[config.mk]
export PLATFORM = sky130hd
export DESIGN_NAME = pwm_frame_scheduler
export DESIGN_NICKNAME = d
export VERILOG_FILES = /design/src/rtl/pwm_frame_scheduler.sv
export SDC_FILE = /design/constraint.sdc
export NUM_CORES = 1
export LEC_CHECK = 0
export ABC_AREA = 1
export CAP_MARGIN = 0
export CORE_MARGIN = 2
export CORE_UTILIZATION = 40
export DETAILED_ROUTE_END_ITERATION = 10
export GPL_ROUTABILITY_DRIVEN = 0
export SYNTH_ARGS = -nofsm -noshare
export SYNTH_HDL_FRONTEND = slang
export SYNTH_SLANG_ARGS = --single-unit
[constraint.sdc]
create_clock -name clock -period 2.4 [get_ports clock]
set_input_delay 0.36 -clock clock [delete_from_list [all_inputs] [get_ports clock]]
set_output_delay 0.36 -clock clock [all_outputs]
set_load 0.02 [all_outputs]
[src/rtl/pwm_frame_scheduler.sv]
// pwm_frame_scheduler: snapshots a flattened duty bus and shifts it MSB-first
// to an external PWM driver over a data/clock/latch serial link, then pulses
// latch. Frames launch on request (start), from a pending request, or
// periodically when auto_en is set.
//
// Handshake: start is a level-sampled request with no acknowledge. In IDLE
// it launches a frame. While a frame is in flight it sets a one-deep pending
// flag, and several starts fold into that one flag. busy marks the frame in
// flight, and frame_done pulses for one cycle when the frame completes.
module pwm_frame_scheduler #(
    parameter int CHANNELS     = 4,
    parameter int DUTY_W       = 8,
    parameter int HALF_DIV     = 25,
    parameter int FRAME_CYCLES = 500000
) (
    input  logic                         clock,
    input  logic                         reset,
    input  logic [CHANNELS*DUTY_W-1:0]   duty_in,
    input  logic                         start,
    input  logic                         auto_en,
    output logic                         ser_data,
    output logic                         ser_clk,
    output logic                         ser_latch,
    output logic                         busy,
    output logic                         frame_done
);

    localparam int NBITS = CHANNELS * DUTY_W;
    localparam int BW    = (NBITS > 1) ? $clog2(NBITS) : 1;
    localparam int DW    = $clog2(2 * HALF_DIV);
    localparam int TW    = (FRAME_CYCLES > 1) ? $clog2(FRAME_CYCLES) : 1;

    localparam logic [BW-1:0] BIT_LAST  = BW'(NBITS - 1);
    localparam logic [DW-1:0] HALF_LAST = DW'(HALF_DIV - 1);
    localparam logic [DW-1:0] BIT_END   = DW'(2 * HALF_DIV - 1);
    localparam logic [TW-1:0] TIMER_MAX = TW'(FRAME_CYCLES - 1);

    typedef enum logic [1:0] {IDLE, SHIFT, LATCH} state_t;

    state_t           state;
    logic [NBITS-1:0] shreg;
    logic [NBITS-1:0] shreg_next;
    logic [BW-1:0]    bit_cnt;
    logic [DW-1:0]    div_cnt;
    logic [TW-1:0]    timer;
    logic             pending;
    logic             launch;

    // A frame may only begin from IDLE. A pending request and an expired
    // timer fold into the same launch, so they produce a single frame.
    assign launch     = (state == IDLE) &&
                        (start || pending || (auto_en && (timer >= TIMER_MAX)));
    assign shreg_next = shreg << 1;

    // Frame sequencer: snapshot, bit shifting, latch pulse, completion.
    always_ff @(posedge clock) begin
        if (reset) begin
            state      <= IDLE;
            shreg      <= '0;
            bit_cnt    <= '0;
            div_cnt    <= '0;
            pending    <= 1'b0;
            ser_data   <= 1'b0;
            ser_clk    <= 1'b0;
            ser_latch  <= 1'b0;
            busy       <= 1'b0;
            frame_done <= 1'b0;
        end else begin
            frame_done <= 1'b0;
            case (state)
                IDLE: begin
                    if (launch) begin
                        shreg    <= duty_in;
                        ser_data <= duty_in[NBITS-1];
                        ser_clk  <= 1'b0;
                        busy     <= 1'b1;
                        bit_cnt  <= '0;
                        div_cnt  <= '0;
                        pending  <= 1'b0;
                        state    <= SHIFT;
                    end
                end
                SHIFT: begin
                    if (start) pending <= 1'b1;
                    if (div_cnt == HALF_LAST) ser_clk <= 1'b1;
                    if (div_cnt == BIT_END) begin
                        div_cnt <= '0;
                        ser_clk <= 1'b0;
                        if (bit_cnt == BIT_LAST) begin
                            ser_data  <= 1'b0;
                            ser_latch <= 1'b1;
                            state     <= LATCH;
                        end else begin
                            bit_cnt  <= bit_cnt + 1'b1;
                            shreg    <= shreg_next;
                            ser_data <= shreg_next[NBITS-1];
                        end
                    end else begin
                        div_cnt <= div_cnt + 1'b1;
                    end
                end
                LATCH: begin
                    if (start) pending <= 1'b1;
                    if (div_cnt == HALF_LAST) begin
                        div_cnt    <= '0;
                        ser_latch  <= 1'b0;
                        busy       <= 1'b0;
                        frame_done <= 1'b1;
                        state      <= IDLE;
                    end else begin
                        div_cnt <= div_cnt + 1'b1;
                    end
                end
                default: state <= IDLE;
            endcase
        end
    end

    // Auto-mode frame timer: saturates at the period and restarts on every launch.
    always_ff @(posedge clock) begin
        if (reset || !auto_en || launch) begin
            timer <= '0;
        end else if (timer < TIMER_MAX) begin
            timer <= timer + 1'b1;
        end
    end

endmodule

==> results of run 1 <==
==> worst max-delay path by stage <==
stage,to,slack [ns],cells after the start
finish,shreg[28],0.43,12
global route,div_cnt[1],0.17,12
CTS,shreg[27],0.43,12
detailed placement,shreg[6],0.43,8
global placement,shreg[1],0.47,8
floorplan,shreg[20],0.64,10
==> worst max-delay path, delay by kind of cell (launching register included) <==
family                   cells  cell delay [ns]
flip-flops                   1             0.42
buffers and inverters        2             0.29
adder cells (fa/ha/maj)      1             0.23
AND/OR/NAND/NOR              9             0.96
==> power by group <==
part / total [uW] / leakage, uW / switching, uW / internal, uW
Combinational: 2340 / 0.00138 / 1490 / 846
Clock: 1050 / 0.000105 / 466 / 580
Sequential: 1570 / 0.000566 / 133 / 1440
Total: 4960 / 0.00205 / 2090 / 2860
==> area by class of cell <==
cell class / instances / share of cell area [%]
repair buffers: 47 / 10.4
flip-flops and latches: 69 / 30.0
clock inverters: 7 / 1.96
clock buffers: 9 / 2.69
inverters: 77 / 6.29
multi-input cells: 435 / 45.1
well taps: 129 / 3.51
==> per-layer routing <==
metal / up-vias / wire length (um) / GRT usage [%]
li1: 1950 / - / -
met1: 1599 / 4140 / 21.2
met2: 44 / 3880 / 27.4
met3: 11 / 204 / 2.87
met4: 0 / 151 / 7.69
met5: - / 0 / 0
==> cells in the mapped netlist <==
cell	number	area, um^2
a21boi_0	1	7.51
a21o_1	1	7.51
a21oi_1	24	120
a221oi_1	1	8.76
buf_2	8	40.0
buf_6	4	45.0
clkbuf_1	12	45.0
clkinv_1	1	3.75
dfxtp_1	69	1380
ha_1	10	125
inv_1	73	274
inv_2	3	11.3
nand2_1	172	646
nand2_2	1	6.26
nand3_1	23	115
nand3_2	1	10.0
nand3_4	2	35.0
nand3b_1	2	15.0
nand4_1	15	93.8
nor2_1	100	375
nor2_2	11	68.8
nor2_4	1	11.3
nor2_8	1	20.0
nor3_1	10	50.1
nor3_2	1	10.0
nor3b_1	1	7.51
nor4_1	2	12.5
o21a_1	1	7.51
o21ai_0	39	195
o21bai_1	1	7.51
o22ai_1	1	6.26
o31ai_1	2	15.0
xnor2_1	3	26.3
xor2_1	8	70.1
==> state kept, by name, summed over array words and instances, names as in the netlist <==
register	cells
state	2
ser_clk	1
frame_done	1
bit_cnt	5
pending	1
busy	1
shreg	31
ser_latch	1
div_cnt	6
timer	19
ser_data	1
==> cell families after synthesis <==
logic type      Yosys count
simple gates            343
buf+inv                 101
compound gates           71
flops                    69
xor+xnor                 11
fa+ha+maj                10
==> through the flow <==
stage                     std cells  setup WS, ns  total power, uW  hold WS (ns)
after CTS                       773         0.432             5020         0.468
after detailed placement        757         0.427             3960         0.456
after global routing            773         0.169             5450         0.496
after floorplan                 605         0.640             3490         0.450
final                           773         0.425             4960         0.463
after global placement          757         0.467             3900         0.454
==> flow_metrics.tcl, run 1 <==
set metrics [dict create \
    ir_worst_vdd_v 0.000713 \
    synth_area_per_cell_um2 6.40 \
    synth_xor_area_share_pct 2.49 \
    clock_skew_ns 0.0174 \
    syn2layout_area_growth_pct 18.7 \
    holdBufCountCts 0 \
    coreArea_um2 9330 \
    synth_cells 605 \
    p_leak_uw 0.00205 \
    drt-total-wl_um 8370 \
    slew_headroom_pct 68.7 \
    ys_ff_latch 69 \
    n_antenna_cell 0 \
    dp_hpwl_um 5760 \
    cp_cell_sequence "ha_1 > inv_1 > nor3_2 > nand3_1 > nand3_1 > nand2_2 > nand3_4 > nand3_4 > buf_12 > nand2_1 > nand2_1 > nor2_1" \
    regArea_um2 1380 \
    path_class "register to register" \
    via_count 3604 \
    synth_simple_gate_area_share_pct 38.1 \
    power_density_nw_per_um2 1080 \
    synthMuxAreaShare_pct 0 \
    fin_util_pct 49.3 \
    startpoint_type "register" \
    clk_pin_slew_ns 0.08 \
    crit_start "timer[0]" \
    hold_class "register to register" \
    grt_pass1_wl_um 14000 \
    outcome "complete, no violations" \
    initial_core_util_pct 41.5 \
    clock-sinks 69 \
    required_ns 2.67 \
    drtPass1Iterations 4 \
    max_freq_mhz 506 \
    vias_per_cell 4.66 \
    postRouteAntennaNets 0 \
    timing.setup.tns_ns 0 \
    cp_data_arrival_time_ns 2.25 \
    period_needed_ns 1.97 \
    r2r-start "timer[0]" \
    track_usage_pct 16.6 \
    die_area_um2 10500 \
    synth_nets 651 \
    crit_fanout 69 \
    rows 35 \
    slew_violations 0 \
    r2r_cells 12 \
    io-pin-count 41 \
    num-nets-final 685 \
    synth_fa_ha_area_share_pct 3.23 \
    ys_seq_area_share_pct 35.7 \
    synth_top_family_by_area "simple AND/OR/NAND/NOR gates" \
    io_buffers 40 \
    min_from "ser_clk" \
    whs_endpoint "ser_clk" \
    cts_buffer_depth 2 \
    fillers 965 \
    htreeDepth 3 \
    rsz0062_at_grt "false" \
    fin_area_um2 4600 \
    multi_input_area_um2 2070 \
    synth-compound-area-share_pct 9.69 \
    grt_overflow_total 0 \
    setup_violations 0 \
    drc 0 \
    r2r-end "shreg[28]" \
    insertion_delay_ns 0.35 \
    cts-resized-gates 0 \
    cts_inserted_buffers 9 \
    hold_violations 0 \
    die_w_um 102 \
    cp-end-kind "register" \
    yosys_warnings 0 \
    netlist_area_um2 3870 \
    period_share_pct 82.3 \
    grt_pass1_vias 3229 \
    drive_gt1_share_pct 6.83 \
    cts-root-buf "clkbuf_8" \
    dpl_cell_area_um2 4380 \
    worstMarginPinSlew_ns 0.469 \
    cpPeakStageDelay_ns 0.42 \
    min_path_cells 2 \
    final_cell_mix "nand2_1 (172), nor2_1 (100), inv_1 (72)" \
    wire_per_inst_um 10.8 \
    post_cts_buffers 0 \
    grt_start_max_net_pins 70 \
    cap_viol_max_count 0 \
    layout_commonest_cell "nand2_1" \
    synth_cell_types 34 \
    cts_tree "built" \
    drtIter0Drc 122 \
    antenna_found_initial 0 \
    slowest_stage "dfxtp_1" \
    die_h_um 102 \
    regToRegSetupSlack_ns 0.43 \
]
Power figures use the tool's default switching activity.
==> inputs of run 2 (changes only) <==
- clock period: 2.4 -> 2 ns (I/O delays scaled with it)
==> flow_metrics.tcl, run 2 (synthesis results as in run 1) <==
set metrics [dict create \
    crit_fanout 37 \
    cp_data_arrival_time_ns 2.08 \
    grt_start_max_net_pins 63 \
    final_cell_mix "nand2_1 (171), nor2_1 (100), inv_1 (72)" \
    grt_overflow_total 0 \
    cts-root-buf "clkbuf_8" \
    clock-sinks 69 \
    grt_pass1_wl_um 14200 \
    track_usage_pct 16.9 \
    max_freq_mhz 544 \
    htreeDepth 3 \
    die_area_um2 10500 \
    clock_skew_ns 0.00606 \
    startpoint_type "register" \
    holdBufCountCts 0 \
    p_leak_uw 0.00211 \
    cts-resized-gates 0 \
    wire_per_inst_um 10.6 \
    drive_gt1_share_pct 9.04 \
    setup_violations 0 \
    outcome "complete, no violations" \
    largest_register "shreg" \
    finalWorstSetupSlack_ns 0.162 \
    initial_core_util_pct 41.5 \
    largest_register_ffs 31 \
    cts_tree "built" \
    hold_class "register to register" \
    required_ns 2.24 \
    syn2layout_area_growth_pct 21.9 \
    cts_inserted_buffers 9 \
    rows 35 \
    antenna_found_initial 0 \
    period_needed_ns 1.84 \
    grt_pass1_vias 3323 \
    layout_commonest_cell "nand2_1" \
    die_w_um 102 \
    fin_area_um2 4720 \
    period_share_pct 91.9 \
    insertion_delay_ns 0.34 \
    drt-total-wl_um 8320 \
    dp_hpwl_um 5750 \
    path_class "register to register" \
    post_cts_buffers 0 \
    ir_worst_vdd_v 0.000666 \
    coreArea_um2 9330 \
    io_buffers 40 \
    largest_registers "shreg x31, timer x19, div_cnt x6" \
    hold_violations 0 \
    hold_ws_ns 0.463 \
    num-nets-final 694 \
    postRouteAntennaNets 0 \
    drtPass1Iterations 5 \
    power_density_nw_per_um2 1300 \
    worstMarginPinSlew_ns 0.416 \
    io-pin-count 41 \
    clk_pin_slew_ns 0.08 \
    slew_headroom_pct 72.0 \
    via_count 3647 \
    drc 0 \
    die_h_um 102 \
    cp-end-kind "register" \
    n_antenna_cell 0 \
    slew_violations 0 \
    cts_buffer_depth 2 \
    drtIter0Drc 111 \
    vias_per_cell 4.66 \
    dpl_worst_slack_ns 0.0982 \
    dpl_cell_area_um2 4480 \
    cap_viol_max_count 0 \
]
## run 2: metrics by stage
step	total power, uW	TNS (ns)	utilization (%)	cells
final	6140	0	50.6	782
after global placement	4830	0	48.0	766
after CTS	6220	0	50.4	782
after global routing	6760	-0.00606	50.6	782
after detailed placement	4890	0	48.0	766
after floorplan	4190	0	-	605
## run 2: final timing paths
check / from / to / slack [ns] / depth (start not counted)
max: timer[0] / shreg[10] / 0.16 / 11
min: busy / busy / 0.46 / 2
max reg2reg: timer[0] / shreg[10] / 0.16 / 11
min reg2reg: busy / busy / 0.46 / 2
## run 2: worst max-delay path: stages, from the launching register on
cell and delay [ns]:
dfxtp_2 0.37, ha_2 0.20, inv_1 0.06, nor3_2 0.17, nand3_1 0.10, nand3_1 0.12, nand2_2 0.09, nand3_4 0.13
nand3_4 0.12, buf_12 0.19, nor2_1 0.11, nor2_1 0.05
## run 2: area by class of cell
type	count	area, um^2
fillers	950	4610
multi-input cells	435	2090
flip-flops and latches	69	1390
repair buffers	56	571
inverters	77	289
well taps	129	161
clock buffers	9	124
clock inverters	7	98.8
## run 2: where the power goes
| group | internal [uW] | leakage [uW] | switching, uW |
|---|---|---|---|
| Sequential | 1720 | 0.000568 | 156 |
| Combinational | 1140 | 0.00143 | 1840 |
| Clock | 708 | 0.000110 | 573 |
| Total | 3570 | 0.00211 | 2570 |
## run 2: per-layer routing
layer	global-route usage (%)	vias up	routed length, um
met2	30.0	37	4120
li1	-	1974	-
met4	4.92	0	53
met5	0	-	0
met3	3.97	4	255
met1	20.5	1632	3890
==> inputs of run 3 (changes only) <==
- CAP_MARGIN: 0 -> not set
- SLEW_MARGIN: not set -> 0
==> results of run 3 <==
Same layout as run 2: the final DEF is identical, and so are final timing and power.
==> RTL edit 1 (config.mk and constraints of run 3) <==
Change the parameter `CHANNELS` from 4 to 8.
--- a/src/rtl/pwm_frame_scheduler.sv
+++ b/src/rtl/pwm_frame_scheduler.sv
@@ -8,7 +8,7 @@
 // flag, and several starts fold into that one flag. busy marks the frame in
 // flight, and frame_done pulses for one cycle when the frame completes.
 module pwm_frame_scheduler #(
-    parameter int CHANNELS     = 4,
+    parameter int CHANNELS     = 8,
     parameter int DUTY_W       = 8,
     parameter int HALF_DIV     = 25,
     parameter int FRAME_CYCLES = 500000
Interface: changed (resized duty_in); port bits go from 41 to 73. No check against the original RTL was run, so the function may have changed too.
==> RTL edit 1 against run 3 <==
Sequential cell count rose by 33. Global-route usage fell by 0.25 points. Total power rose by 58%. Count of clock-buffer cells in the layout rose by 3. Final area rose by 54%. Worst setup slack got worse by 0.071 ns. Critical endpoint is now shreg[24]$_SDFFE_PP0P_. Area after synthesis rose by 39%. Wire length rose by 56%.
==> RTL edit 1: results (changes against run 3) <==
[layout]
design_area_um2=7260  ; +54%
stdcell_count=1154  ; +48%

[power]
switching_share=0.401  ; -0.0175
peakVddDrop_mv=0.714  ; +7.1%

[placed_design]
dpl_cell_area_um2=6430  ; +44%
hpwl_um=7800  ; +36%
dp_cells=1117  ; +46%
io_buffer_count=72  ; +80%

[synth]
syn_nets=954  ; +47%
ys_top_cells_by_count=nand2_1, nor2_1, inv_1, dfxtp_1, o21ai_0
synthCells=877  ; +45%
ys_types=28  ; -18%
synth_top_area_share=0.379  ; +0.0225
synth_top_cells_by_area=dfxtp_1, nand2_1, nor2_1
synth_seq_area_share=0.379  ; +0.0225

[setup_path]
timing.rr.start=timer[1]$_SDFFE_PP0P_
critPathMaxFanout=11  ; -70%
worst_ep_arrival_time_ns=2.18  ; +0.10 ns
worstRegToRegCells=15  ; +4

[status]
status=completed

[timing]
slew_headroom=0.654  ; -0.0664
layout_setup_ws_ns=0.0912  ; -0.0709 ns

[global_route]
grt_max_degree=69  ; +9.5%
grt_pass1_vias=4527  ; +36%
globalRouteMet1Util=0.221  ; +0.0157
grt_util_met3=0.0475  ; +0.00786
grt.met2_usage=0.267  ; -0.0329
grt_use_total=0.167  ; -0.00255
grt_pass1_wl_um=19900  ; +40%

[detailed_routing]
wl_met2_um=6130  ; +49%
drt_iter0_markers=309  ; +180%
via_count=5281  ; +45%
met3RoutedLength_um=521  ; +100%

[clocking]
clockBufferDepth=2  ; unchanged
root_buffer=clkbuf_16

-- RTL edit 1: how the worst min path moves through the flow --
stage	slack, ns	to	start
after floorplan	0.37	busy$_SDFFE_PP0P_	reset
final	0.46	busy$_SDFFE_PP0P_	busy$_SDFFE_PP0P_
after detailed placement	0.45	busy$_SDFFE_PP0P_	busy$_SDFFE_PP0P_
after global placement	0.45	busy$_SDFFE_PP0P_	busy$_SDFFE_PP0P_
after CTS	0.46	busy$_SDFFE_PP0P_	busy$_SDFFE_PP0P_
after global routing	0.50	busy$_SDFFE_PP0P_	busy$_SDFFE_PP0P_
-- RTL edit 1: logic make-up after synthesis --
| group | after synthesis | synth area share |
|---|---|---|
| compound gates | 112 | 0.106 |
| flops | 102 | 0.379 |
| xor+xnor | 11 | 0.0179 |
| simple gates | 498 | 0.367 |
| fa+ha+maj | 9 | 0.0209 |
| buf+inv | 145 | 0.109 |
-- RTL edit 1: repair_timing --
action | CTS | global route
setup endpoints to repair | 0 | 94
resized for setup | 0 | 89
setup buffers | 0 | 15
hold endpoints to repair | 0 | 0
-- RTL edit 1: power groups by stage --
stage	sequential, mW	clock (mW)	combinational, mW
floorplan	3.06	0	3.05
global placement	3.07	0	3.91
detailed placement	3.07	0	3.92
CTS	3.03	1.66	3.94
global route	3.12	1.75	5.83
finish	3.03	1.60	5.06
-- RTL edit 1: area by class of cell --
cell class / count / area [um^2]
clock buffers: 12 / 246
clock inverters: 2 / 10.0
fillers: 1313 / 5930
inverters: 106 / 402
multi-input cells: 630 / 2990
flip-flops and latches: 102 / 2070
well taps: 176 / 220
repair buffers: 126 / 1320
-- RTL edit 1: worst max-delay path, delay by kind of cell (launching register included) --
kind	cells	cell delay [ns]
fa+ha+maj	1	0.17
flops	1	0.36
buf+inv	2	0.32
simple gates	12	0.98
==> RTL edit 2 (flow settings as in run 3) <==
Made on the original files. Register the output `ser_data` once more, with the module's reset; this adds one clock of latency there. The other outputs are not delayed to match.
--- a/src/rtl/pwm_frame_scheduler.sv
+++ b/src/rtl/pwm_frame_scheduler.sv
@@ -37,6 +37,8 @@
 
     typedef enum logic [1:0] {IDLE, SHIFT, LATCH} state_t;
 
+    logic ser_data_s0;
+
     state_t           state;
     logic [NBITS-1:0] shreg;
     logic [NBITS-1:0] shreg_next;
@@ -60,7 +62,7 @@
             bit_cnt    <= '0;
             div_cnt    <= '0;
             pending    <= 1'b0;
-            ser_data   <= 1'b0;
+            ser_data_s0 <= 1'b0;
             ser_clk    <= 1'b0;
             ser_latch  <= 1'b0;
             busy       <= 1'b0;
@@ -71,7 +73,7 @@
                 IDLE: begin
                     if (launch) begin
                         shreg    <= duty_in;
-                        ser_data <= duty_in[NBITS-1];
+                        ser_data_s0 <= duty_in[NBITS-1];
                         ser_clk  <= 1'b0;
                         busy     <= 1'b1;
                         bit_cnt  <= '0;
@@ -87,13 +89,13 @@
                         div_cnt <= '0;
                         ser_clk <= 1'b0;
                         if (bit_cnt == BIT_LAST) begin
-                            ser_data  <= 1'b0;
+                            ser_data_s0 <= 1'b0;
                             ser_latch <= 1'b1;
                             state     <= LATCH;
                         end else begin
                             bit_cnt  <= bit_cnt + 1'b1;
                             shreg    <= shreg_next;
-                            ser_data <= shreg_next[NBITS-1];
+                            ser_data_s0 <= shreg_next[NBITS-1];
                         end
                     end else begin
                         div_cnt <= div_cnt + 1'b1;
@@ -125,5 +127,13 @@
         end
     end
 
+    always_ff @(posedge clock) begin
+        if (reset) begin
+            ser_data <= '0;
+        end else begin
+            ser_data <= ser_data_s0;
+        end
+    end
+
 endmodule
 
Formal check against the unedited RTL: not equivalent (a bounded check fails within 4 cycles, from zero or initial values and one cycle with reset high).
==> RTL edit 2 against run 3 <==
Worst setup slack got worse by 0.0065 ns. Total power down 5.3%. Core utilization is 2.1 points lower. Maximum frequency shrank 0.35%. First-iteration DRC count up 12%. Non-clock buffer count shrank 4. Area after synthesis is 2.4% higher. Sequential share of layout area grew 0.56 points. Wire length is 6.7% higher. Final area decreased by 0.45%. Sequential cell count grew 1.
==> RTL edit 2: results (changes against run 3) <==
[synth]
synth_top_cells_by_area=dfxtp_1, nand2_1, nor2_1
async_flop_share=0  ; unchanged
ys_types=30  ; -12%
synthFlopType=dfxtp_1
syn_nets=664  ; +2.0%
ys_top_cells_by_count=nand2_1, nor2_1, inv_1, dfxtp_1, o21ai_0
synth_seq_area_share=0.353  ; -0.00317
yosys_warnings=0  ; unchanged

[global_route]
antenna_found_initial=0  ; unchanged
grt_pass1_wl_um=15400  ; +8.5%
grt_use_total=0.171  ; +0.00167
grt_pass1_vias=3374  ; +1.5%
grt_max_degree=61  ; -3.2%

[setup_path]
crit_path_top_delay_cell=dfxtp_2
worstRegToRegCells=12  ; +1
max_stage_delay_ns=0.37  ; about the same
crit_family=simple AND/OR/NAND/NOR gates
critPathMaxFanout=30  ; -19%
worst_ep_arrival_time_ns=2.13  ; +0.05 ns

[timing]
finalHoldViolCount=0  ; unchanged
clock_skew_ns=0.00605  ; -0.00000555 ns
worst_pin_slew_ns=0.485  ; +0.0690 ns
drv_slew=0  ; unchanged
setup_viol=0  ; unchanged

[detailed_routing]
drt_iter0_markers=124  ; +12%
wire_per_inst_um=11.2  ; +5.3%
drt_first_pass_iters=5  ; unchanged
via_per_inst=4.65  ; -0.22%

[layout]
regMostFlops=shreg
area_delta_synth_final_pct=18.5
drive_gt1_frac=0.0848  ; -0.00550
fill_cells=999  ; +5.2%
reg.largest.list=shreg (31), timer (19), div_cnt (6)
diodes=0  ; unchanged
nNetsFinal=703  ; +1.3%

[status]
status=completed

[placed_design]
hpwl_um=5990  ; +4.1%
dpl_worst_slack_ns=0.104  ; +0.00628 ns
io_buffer_count=40  ; unchanged
dpl_cell_area_um2=4490  ; +0.28%

[clocking]
cts_max_level=3  ; unchanged
insertion_delay_ns=0.35
clockBufferDepth=2  ; unchanged
clkTransAtPathRegs_ns=0.07
numCtsBuffers=9  ; unchanged
root_buffer=clkbuf_8

[hold_path]
hold_depth=2  ; unchanged
hold_class=flip-flop to flip-flop

[power]
peakVddDrop_mv=0.674  ; +1.1%
p_leak_nw=2.11  ; about the same

-- RTL edit 2: cells by family (layout without fill, tap and decap cells) --
logic type,Yosys count,count (layout),synth area share
AND/OR/NAND/NOR,346,346,0.376
buffers and inverters,111,153,0.121
AO/OA/AOI/OAI,70,70,0.0940
flip-flops,70,70,0.353
XOR/XNOR,11,11,0.0243
adder cells (fa/ha/maj),10,10,0.0316
-- RTL edit 2: worst min-delay path, stage by stage (launching register included) --
cell and delay [ns]:
dfxtp_1 0.31, inv_1 0.08, nor2_1 0.04
-- RTL edit 2: final timing paths --
check             slack [ns]                     start                    end
hold reg to reg         0.48  ser_data_s0$_SDFFE_PP0P_    ser_data$_SDFF_PP0_
setup reg to reg        0.16     timer[0]$_SDFFE_PP0P_  shreg[6]$_SDFFE_PP0P_
hold / removal          0.48  ser_data_s0$_SDFFE_PP0P_    ser_data$_SDFF_PP0_
setup / recovery        0.16     timer[0]$_SDFFE_PP0P_  shreg[6]$_SDFFE_PP0P_
-- RTL edit 2: what timing repair did --
item / CTS / global route
setup endpoints to repair: 0 / 44
gates resized for setup: 0 / 13
setup buffers: 0 / 0
-- RTL edit 2: stage by stage --
step           hold WS (ns)  std cells  setup TNS (ns)
3_3_place_gp          0.448        778               0
4_1_cts               0.479        792               0
6_report              0.475        793               0
2_1_floorplan         0.403        618               0
3_5_place_dp          0.467        778               0
5_1_grt               0.476        793        -0.00293
-- RTL edit 2: area by class of cell --
class	count	area share
Tap cell	133	0.0354
Timing Repair Buffer	52	0.115
Clock inverter	2	0.00213
Sequential cell	70	0.299
Multi-Input combinational cell	437	0.448
Inverter	87	0.0695
Clock buffer	12	0.0309
-- RTL edit 2: routing by layer --
layer	routed length (um)	vias to the layer above	global-route usage	part of all wire
met2	4030	62	0.278	0.45
met3	344	10	0.0359	0.039
met4	123	0	0.0598	0.014
met1	4380	1619	0.226	0.49
li1	-	1999	-	-
met5	0	-	0	0
-- RTL edit 2: power breakdown --
part | switching, mW | internal, mW
Combinational | 1.84 | 1.09
Sequential | 0.155 | 1.76
Clock | 0.510 | 0.467
